==> config.mk <==
export PLATFORM = sky130hd
export DESIGN_NAME = imem_dump
export DESIGN_NICKNAME = d
export VERILOG_FILES = /design/src/rtl/imem_dump.sv
export SDC_FILE = /design/constraint.sdc
export NUM_CORES = 1
export LEC_CHECK = 0
export CORE_ASPECT_RATIO = 0.9
export CORE_MARGIN = 2
export CORE_UTILIZATION = 45
export CTS_CLUSTER_DIAMETER = 40
export DETAILED_ROUTE_END_ITERATION = 8
export GPL_ROUTABILITY_DRIVEN = 0
export HOLD_SLACK_MARGIN = 0.05
export PLACE_DENSITY = 0.79
export SYNTH_ARGS = -nofsm -noshare
export SYNTH_HDL_FRONTEND = slang
export SYNTH_SLANG_ARGS = --single-unit
==> constraint.sdc <==
create_clock -name clk -period 2.2 [get_ports clk]
set_input_delay 0.44 -clock clk [delete_from_list [all_inputs] [get_ports clk]]
set_output_delay 0.44 -clock clk [all_outputs]
set_load 0.02 [all_outputs]
==> src/rtl/imem_dump.sv <==
// Memory readback streamer: reads a range of 32-bit words from a synchronous-read
// memory port and emits them as a little-endian byte stream over valid/ready.
module imem_dump #(
    parameter int ADDR_WIDTH = 10
) (
    input  logic                  clk,
    input  logic                  rst,
    input  logic                  start,
    input  logic [ADDR_WIDTH-1:0] base_addr,
    input  logic [ADDR_WIDTH:0]   word_count,
    output logic                  busy,
    output logic                  done,
    output logic                  mem_en,
    output logic [ADDR_WIDTH-1:0] mem_addr,
    input  logic [31:0]           mem_rdata,
    output logic [7:0]            tx_data,
    output logic                  tx_valid,
    input  logic                  tx_ready
);

    typedef enum logic [2:0] {
        S_IDLE,
        S_READ,
        S_WAIT,
        S_SEND,
        S_DONE
    } state_t;

    localparam logic [ADDR_WIDTH:0]   CNT_ONE  = {{ADDR_WIDTH{1'b0}}, 1'b1};
    localparam logic [ADDR_WIDTH-1:0] ADDR_ONE = {{(ADDR_WIDTH-1){1'b0}}, 1'b1};

    state_t                state, state_nxt;
    logic [ADDR_WIDTH-1:0] cur_addr, cur_addr_nxt;
    logic [ADDR_WIDTH:0]   remaining, remaining_nxt;
    logic [31:0]           shreg, shreg_nxt;
    logic [1:0]            byte_idx, byte_idx_nxt;
    logic                  hs;

    assign hs = (state == S_SEND) && tx_ready;

    always_ff @(posedge clk) begin
        if (rst) begin
            state     <= S_IDLE;
            cur_addr  <= '0;
            remaining <= '0;
            shreg     <= '0;
            byte_idx  <= '0;
        end else begin
            state     <= state_nxt;
            cur_addr  <= cur_addr_nxt;
            remaining <= remaining_nxt;
            shreg     <= shreg_nxt;
            byte_idx  <= byte_idx_nxt;
        end
    end

    always_comb begin
        state_nxt     = state;
        cur_addr_nxt  = cur_addr;
        remaining_nxt = remaining;
        shreg_nxt     = shreg;
        byte_idx_nxt  = byte_idx;
        case (state)
            S_IDLE: begin
                if (start) begin
                    // A zero-length request still reports completion, but touches nothing.
                    if (word_count != '0) begin
                        cur_addr_nxt  = base_addr;
                        remaining_nxt = word_count;
                        state_nxt     = S_READ;
                    end else begin
                        state_nxt = S_DONE;
                    end
                end
            end
            S_READ: state_nxt = S_WAIT;
            S_WAIT: begin
                shreg_nxt    = mem_rdata;
                byte_idx_nxt = 2'd0;
                state_nxt    = S_SEND;
            end
            S_SEND: begin
                if (hs) begin
                    shreg_nxt    = {8'h00, shreg[31:8]};
                    byte_idx_nxt = byte_idx + 2'd1;
                    if (byte_idx == 2'd3) begin
                        if (remaining == CNT_ONE) begin
                            state_nxt = S_DONE;
                        end else begin
                            cur_addr_nxt  = cur_addr + ADDR_ONE;
                            remaining_nxt = remaining - CNT_ONE;
                            state_nxt     = S_READ;
                        end
                    end
                end
            end
            S_DONE:  state_nxt = S_IDLE;
            default: state_nxt = S_IDLE;
        endcase
    end

    // Byte output comes straight off registered state, so it is stable while stalled.
    assign busy     = (state != S_IDLE);
    assign done     = (state == S_DONE);
    assign mem_en   = (state == S_READ);
    assign mem_addr = cur_addr;
    assign tx_valid = (state == S_SEND);
    assign tx_data  = shreg[7:0];

endmodule

==> results of run 1 <==
-- synthesized netlist by cell type, drive strengths merged, types with 2 or more instances --
| master | number |
|---|---|
| inv | 4 |
| nand3b | 4 |
| nand2b | 11 |
| nor4 | 4 |
| o21ai | 11 |
| o32ai | 8 |
| a311oi | 2 |
| a21o | 2 |
| nor3 | 28 |
| nand4 | 4 |
| clkbuf | 21 |
| nor3b | 3 |
| a22oi | 9 |
| and2 | 3 |
| or3 | 3 |
| a211o | 2 |
| nor2 | 66 |
| and3 | 4 |
| nand3 | 8 |
| buf | 19 |
| dfxtp | 58 |
| ha | 4 |
| o41ai | 2 |
| o31ai | 3 |
| nand2 | 36 |
| o31a | 2 |
| a21oi | 78 |
| a31oi | 3 |
| o21a | 2 |
-- layout make-up --
type / instances / area [sq um] / share of cell area
clock buffer: 11 / 151 / 0.0370
clock inverter: 5 / 100 / 0.0244
multi-input combinational: 310 / 1680 / 0.410
inverter: 4 / 15.0 / 0.00367
sequential: 58 / 1160 / 0.284
tap: 90 / 113 / 0.0275
timing repair buffer: 90 / 876 / 0.214
-- metrics by stage --
step | hold WS (ns) | cells | TNS [ns] | setup WS (ns) | cell area (sq um)
after floorplan | 0.454 | 412 | 0 | 0.351 | 3040
after global placement | 0.466 | 552 | -3.14 | -0.187 | 3830
after detailed placement | 0.474 | 552 | -3.61 | -0.241 | 3830
after CTS | 0.490 | 568 | 0 | 0.00124 | 4080
after global routing | 0.518 | 568 | 0 | 0.00935 | 4090
final | 0.486 | 568 | 0 | 0.0737 | 4090
-- what timing repair did --
item,CTS,global route
buffers inserted,0,0
endpoints found under the setup margin,3,3
gates cloned,0,0
gates resized for setup,3,3
-- cell families (layout without fill, tap and decap cells) --
family	count (synthesis)	in the layout	share of synthesized area
flip-flops	58	58	0.382
AND/OR/NAND/NOR	179	179	0.281
buffers and inverters	44	110	0.0717
AO/OA/AOI/OAI	127	127	0.248
adder cells (fa/ha/maj)	4	4	0.0165
-- registers in the layout, summed over array words and instances, names as in the netlist --
name,cells
mem_addr,10
shreg,32
remaining,11
byte_idx,2
state,3
-- power groups by stage --
| stage | logic [uW] | registers (uW) | clock network [uW] |
|---|---|---|---|
| 2_1_floorplan | 555 | 1240 | 0 |
| 3_3_place_gp | 851 | 1230 | 0 |
| 3_5_place_dp | 868 | 1240 | 0 |
| 4_1_cts | 870 | 1220 | 1250 |
| 5_1_grt | 967 | 1230 | 1290 |
| 6_report | 876 | 1220 | 1230 |
-- final timing paths --
| path | slack (ns) | end |
|---|---|---|
| setup / recovery | 0.07 | mem_addr[5] |
| hold / removal | 0.49 | shreg[7] |
| setup reg to reg | 0.16 | mem_addr[5] |
| hold reg to reg | 0.49 | shreg[7] |
-- tightest hold or removal path, stage by stage, from the launching register on --
cell and delay, ns:
dfxtp_1 0.33, a21oi_1 0.06, nor2_1 0.07
-- per-layer routing --
metal  GRT usage  up-vias  part of all wire
li1            -     1587                 -
met1       0.263     1446              0.45
met2       0.343      115              0.47
met3      0.0413       13             0.065
met4       0.118        0             0.017
met5           0        -                 0
==> impl_metrics.ini, run 1 <==
[global_route]
grt_max_degree = 59
grt_pass1_wl_um = 12700
grt-ovfl-total = 0
grt_pass1_vias = 2878
antenna_found_initial = 0
gr-usage-all-layers = 0.210

[sta]
period_share = 0.966
setup_violations = 0
fin_worst_skew_ns = 0.00520
period_needed_ns = 2.13
tightest_slew_ns = 0.626
rsz0062_at_grt = no
relSlewSlack = 0.583
timing_hold_violations_final = 0
timing.fmax_mhz = 470
slew_violations = 0

[detailed_routing]
drtPass1Iterations = 4
drt.antenna.violating_nets = 0
drt-initial-drc-count = 234
drc = 0
routed_wl_um = 7850
vias = 3161
wl_per_cell_um = 13.8
via_per_inst = 5.57

[die]
die_y_um = 81.9
rows = 28
fp.dieW_um = 90.6
dieArea_sq_mm = 0.00742
core_sq_mm = 0.00655
initial_utilization = 0.464
ios = 79

[power]
swShare = 0.299
power_frac_seq = 0.367
combPwrFrac = 0.263
power.internal_uw = 2330
switchingPower_uw = 997
powerDensity_mw_per_mm2 = 814
total_power_uw = 3330
cellLeakagePower_uw = 0.00148
pwr-share-clk = 0.370
ir_drop_uv = 379

[worst_setup_path]
critPathKind = in2reg
critPathLaunch = start
critPathSlowestCell = clkdlybuf4s50_1
worstPathMaxFanout = 16
path_cells = clkdlybuf4s50_1, or3b_1, a21o_1, a211o_2, buf_4, a21oi_1, o32ai_1
arrival_ns = 2.32
crit-reg2reg-launch = remaining[1]
start_kind = input pin
rr_worst_depth = 8
endpoint_kind = register
crit_buf_inv = 2
cp.depth = 7
max_stage_delay_ns = 0.49
worstPathRequired_ns = 2.39
critPathTopFamily = compound AO/OA/AOI/OAI gates

[yosys]
synth_top_area_frac = 0.382
yosysSeqAreaShare = 0.382
synth_top_cell_by_area = dfxtp_1
syn_inst = 412
avgSynthCellArea_sq_um = 7.37
synth_warnings = 0
ys.flop_type = dfxtp_1
synth-seq-cells = 58
synth_cell_type_count = 44
async_reset_ff_frac = 0
yosys-top-cells-area = dfxtp_1 (38%), a21oi_1 (13%), nor2_1 (8.2%)
synth_nets = 473
synth_edf_count = 0
syn_area_sq_mm = 0.00304

[min_path]
whs_path_depth = 2
hold_path_startpoint = shreg[7]
hold_path.class = reg2reg

[run_status]
outcome = completed

[placed_design]
dp_hpwl_um = 5170
io_buffers = 78

[finish]
fill_cells = 587
syn2layout_area_growth_pct = 34.8
final_nets = 534
layout_common_cells = a21oi_1 (77), clkdlybuf4s50_1 (75), nor2_1 (65)
antennaDiodeCount = 0
drive_above_1_share = 0.0837
mostFrequentLayoutCell = a21oi_1
final_core_util = 0.625

[job]
maxCapViolations = 0

[clocking]
cts_made_buffers = 9
clockBufferDepth = 2
cts.clk_slew.worst_paths_ns = 0.07
clockRootBuffer = clkbuf_8
cts_hold_buf = 0
cts_tree = built
clock_latency_ns = 0.33
h-tree-depth = 3
clkSinkCount = 58
(Power assumes the default switching activity.)
==> run 2, diff against run 1 <==
--- a/config.mk
+++ b/config.mk
@@ -5,8 +5,9 @@
 export SDC_FILE = /design/constraint.sdc
 export NUM_CORES = 1
 export LEC_CHECK = 0
+export CAP_MARGIN = 20
 export CORE_ASPECT_RATIO = 0.9
-export CORE_MARGIN = 2
+export CORE_MARGIN = 8
 export CORE_UTILIZATION = 45
 export CTS_CLUSTER_DIAMETER = 40
 export DETAILED_ROUTE_END_ITERATION = 8
==> run 2 against run 1 <==
Against the previous run:
- die area up 30%
- power shrank 4.2%
- via count decreased by 1.8%
- first-iteration DRC count down 17%
- combinational power increased by 0.7%
- sequential cell count stayed put
- clock skew grew 0.0066 ns
- setup slack got worse by 0.019 ns
- register-to-register slack improved by 0.08 ns
- wire length up 5.1%
- critical endpoint is now tx_valid
- largest power group is now sequential cells
==> impl_metrics.ini, run 2 (synthesis gave the netlist of run 1 again) <==
[run_status]
outcome = completed

[power]
pwr-share-clk = 0.341
power.internal_uw = 2170
swShare = 0.321
power_frac_seq = 0.383
total_power_uw = 3190
cellLeakagePower_uw = 0.00149
powerDensity_mw_per_mm2 = 783
ir_drop_uv = 375
switchingPower_uw = 1020
combPwrFrac = 0.276

[job]
maxCapViolations = 0

[global_route]
grt-ovfl-total = 0
grt_pass1_vias = 2845
gr-usage-all-layers = 0.172
grt_max_degree = 59
antenna_found_initial = 0
grt_pass1_wl_um = 13400

[sta]
timing.fmax_mhz = 466
period_share = 0.975
fin_worst_skew_ns = 0.0118
setup_violations = 0
setup_ws_ns = 0.0551
period_needed_ns = 2.14
slew_violations = 0
timing_hold_violations_final = 0
tightest_slew_ns = 0.586
rsz0062_at_grt = no
relSlewSlack = 0.609

[clocking]
clockRootBuffer = clkbuf_8
cts_made_buffers = 9
cts_tree = built
clkSinkCount = 58
clock_latency_ns = 0.34
h-tree-depth = 3
cts.clk_slew.worst_paths_ns = 0.06
clockBufferDepth = 2

[finish]
drive_above_1_share = 0.0852
syn2layout_area_growth_pct = 34.2
regMostFlops = shreg
mostFrequentLayoutCell = a21oi_1
fill_cells = 607
antennaDiodeCount = 0
largest_register_ffs = 32
layout_common_cells = a21oi_1 (78), clkdlybuf4s50_1 (75), nor2_1 (65)
final_nets = 537

[detailed_routing]
vias = 3103
wl_per_cell_um = 14.5
routed_wl_um = 8250
via_per_inst = 5.43
drt-initial-drc-count = 194
drc = 0
drt.antenna.violating_nets = 0
drtPass1Iterations = 5

[placed_design]
dpl_worst_slack_ns = -0.180
dp_hpwl_um = 5620
io_buffers = 78

[worst_setup_path]
worstPathRequired_ns = 1.76
endpoint_kind = output port
start_kind = register
critPathKind = reg2out
worstPathMaxFanout = 10
critPathLaunch = state[0]
crit-reg2reg-launch = state[0]
arrival_ns = 1.70

[die]
die_y_um = 93.9
core_sq_mm = 0.00655
fp.dieW_um = 103
initial_utilization = 0.464
ios = 79
rows = 28
dieArea_sq_mm = 0.00964

[min_path]
hold_path.class = reg2reg
hold_path_startpoint = remaining[1]
[run 2: cell types whose count changed in the layout (fill, tap and decap cells not counted), sizes merged]
cell,change
clkinvlp,+2
clkinv,+1
bufinv,-1
clkbuf,-2
dlymetal6s2s,+1
buf,+3
dlygate4sd2,-1
[run 2: worst paths after layout]
kind,slack [ns],depth (start not counted),end
min reg2reg,0.48,2,remaining[1]
max reg2reg,0.24,6,mem_addr[7]
max,0.06,3,tx_valid
min,0.48,2,remaining[1]
[run 2: area by class of cell]
class                   count  area (sq um)  share of cell area
inverters                   4          15.0             0.00368
clock inverters             7          93.8              0.0230
repair buffers             93           902               0.221
well taps                  90           113              0.0276
clock buffers               9           124              0.0304
flip-flops and latches     58          1160               0.285
multi-input cells         310          1670               0.409
[run 2: power groups by stage]
stage	Sequential (uW)	Clock [uW]	Combinational, uW
detailed placement	1240	0	879
global placement	1240	0	864
CTS	1220	1110	883
finish	1220	1090	882
floorplan	1240	0	555
global route	1230	1170	973
[run 2: per-layer routing]
| layer | part of all wire | up-vias | GRT usage | wire length [um] |
|---|---|---|---|---|
| li1 | - | 1593 | - | - |
| met1 | 0.46 | 1435 | 0.220 | 3780 |
| met5 | 0 | - | 0 | 0 |
| met2 | 0.46 | 61 | 0.264 | 3840 |
| met3 | 0.058 | 14 | 0.0437 | 480 |
| met4 | 0.018 | 0 | 0.0818 | 150 |
[run 2: what timing repair did]
action / in CTS / in global routing
buffers inserted: 0 / 0
pin swaps: 0 / 0
resized for setup: 3 / 1
hold buffers: 0 / 0
setup endpoints to repair: 3 / 1
[run 2: stage by stage]
stage | cells | TNS (ns) | cell area (sq um) | util | hold slack [ns]
after floorplan | 412 | 0 | 3040 | - | 0.454
after global placement | 555 | -2.45 | 3850 | 0.588 | 0.465
after detailed placement | 555 | -2.86 | 3850 | 0.588 | 0.474
after CTS | 571 | 0 | 4070 | 0.622 | 0.483
after global routing | 571 | 0 | 4080 | 0.622 | 0.503
final | 571 | 0 | 4080 | 0.622 | 0.483
[run 2: worst max-delay path: stages, from the launching register on]
cell and delay, ns:
dfxtp_1 0.50, nand3b_1 0.16, inv_2 0.10, clkdlybuf4s50_1 0.60
==> run 3, diff against run 2 <==
--- a/config.mk
+++ b/config.mk
@@ -8,12 +8,12 @@
 export CAP_MARGIN = 20
 export CORE_ASPECT_RATIO = 0.9
 export CORE_MARGIN = 8
-export CORE_UTILIZATION = 45
+export CORE_UTILIZATION = 49
 export CTS_CLUSTER_DIAMETER = 40
 export DETAILED_ROUTE_END_ITERATION = 8
 export GPL_ROUTABILITY_DRIVEN = 0
 export HOLD_SLACK_MARGIN = 0.05
-export PLACE_DENSITY = 0.79
+export PLACE_DENSITY = 0.84
 export SYNTH_ARGS = -nofsm -noshare
 export SYNTH_HDL_FRONTEND = slang
 export SYNTH_SLANG_ARGS = --single-unit
==> run 3 against run 2 <==
Against the previous run:
- wire length hardly changed
- die area down 6.9%
- power up 4.7%
- highest routed layer unchanged
==> impl_metrics.ini, run 3 (synthesis gave the netlist of run 1 again) <==
[placed_design]
place_area_sq_mm = 0.00382
io_buffers = 78
dp_hpwl_um = 5570
dp_cells = 534

[detailed_routing]
vias = 3134
drtPass1Iterations = 4
drt.antenna.violating_nets = 0
routed_wl_um = 8250
drc = 0
wl_per_cell_um = 15.0
via_per_inst = 5.70
drt-initial-drc-count = 212

[sta]
tightest_slew_ns = 0.583
holdWs_ns = 0.483
timing_hold_violations_final = 0
slew_violations = 0
fin_worst_skew_ns = 0.00509
period_needed_ns = 2.10
rsz0062_at_grt = no
relSlewSlack = 0.611
setup_violations = 0
timing.fmax_mhz = 477
period_share = 0.952

[worst_setup_path]
arrival_ns = 2.28
critPathKind = in2reg
endpoint_kind = register
worstPathMaxFanout = 11
worstPathRequired_ns = 2.38
start_kind = input pin

[global_route]
antenna_found_initial = 0
grt_util_met2 = 0.295
busiest_layer = met2
grt_max_degree = 59
grt_pass1_vias = 2975
grt_pass1_wl_um = 13800
gr-usage-met1 = 0.220
met3_usage = 0.0455
grt-ovfl-total = 0
gr-usage-all-layers = 0.183

[finish]
syn2layout_area_growth_pct = 34.3
regMostFlops = shreg
layout_common_cells = a21oi_1 (78), clkdlybuf4s50_1 (74), nor2_1 (65)
mostFrequentLayoutCell = a21oi_1
antennaDiodeCount = 0
finalInstanceArea_sq_mm = 0.00408
final_nets = 534
largest_register_ffs = 32
final_core_util = 0.674
fin_cells = 550
drive_above_1_share = 0.0795

[power]
cellLeakagePower_uw = 0.00149
ir_drop_uv = 502
total_power_uw = 3340
powerDensity_mw_per_mm2 = 820

[die]
ios = 79
die_y_um = 90.7
dieArea_sq_mm = 0.00898
rows = 27
core_sq_mm = 0.00605
fp.dieW_um = 99.0
initial_utilization = 0.502

[clocking]
post_cts_buffers = 0
h-tree-depth = 3
cts_tree = built
clock_latency_ns = 0.33
cts_made_buffers = 9
cts.clk_slew.worst_paths_ns = 0.06
clockBufferDepth = 2
clockRootBuffer = clkbuf_8
clkSinkCount = 58

[run_status]
outcome = completed

[job]
maxCapViolations = 0

[min_path]
hold_path.class = reg2reg
## run 3: changes by cell type in the layout (fill, tap and decap cells not counted), sizes merged
cell / delta
buf: -3
clkdlybuf4s50: -1
dlygate4sd2: +1
clkbuf: +3
bufinv: +1
clkinvlp: -1
clkinv: -3
## run 3: worst max-delay path, cell delays in order
cell and delay [ns]:
clkdlybuf4s50_1 0.50, or3b_1 0.35, a21o_1 0.21, a211o_2 0.35, buf_4 0.19, o21ai_1 0.15
a21oi_1 0.08
## run 3: through the flow
stage | TNS (ns) | setup WS (ns)
5_1_grt | 0 | 0.0297
3_5_place_dp | -3.29 | -0.190
6_report | 0 | 0.105
2_1_floorplan | 0 | 0.351
4_1_cts | 0 | 0.0306
3_3_place_gp | -2.79 | -0.165
## run 3: path summary, 6_finish.rpt
| kind | slack (ns) | to | cells past startpoint | start |
|---|---|---|---|---|
| worst max register to register | 0.23 | remaining[8] | 8 | remaining[1] |
| worst min register to register | 0.48 | shreg[4] | 2 | shreg[4] |
| worst min-delay path | 0.48 | shreg[4] | 2 | shreg[4] |
| worst max-delay path | 0.10 | remaining[8] | 7 | start |
## run 3: cell type report
class                   instances  area, sq um
clock buffers                  12          155
clock inverters                 4         97.6
fillers                       505         1970
inverters                       4         15.0
multi-input cells             310         1670
flip-flops and latches         58         1160
well taps                      72         90.1
repair buffers                 90          891
## run 3: what timing repair did
action,CTS,global route
endpoints found under the hold margin,0,0
setup endpoints to repair,2,2
gates cloned,0,0
hold buffers,0,0
gates resized for setup,4,2
## run 3: report_power, final
group          switching, uW  internal (uW)
registers               90.1           1140
logic                    485            396
clock network            420            815
total                    995           2350
## run 3: metal layers
layer | up-vias | share of wire | wire length, um
met5 | - | 0 | 0
met4 | 0 | 0.017 | 141
met3 | 11 | 0.056 | 461
met2 | 74 | 0.48 | 3990
met1 | 1459 | 0.44 | 3650
li1 | 1590 | - | -
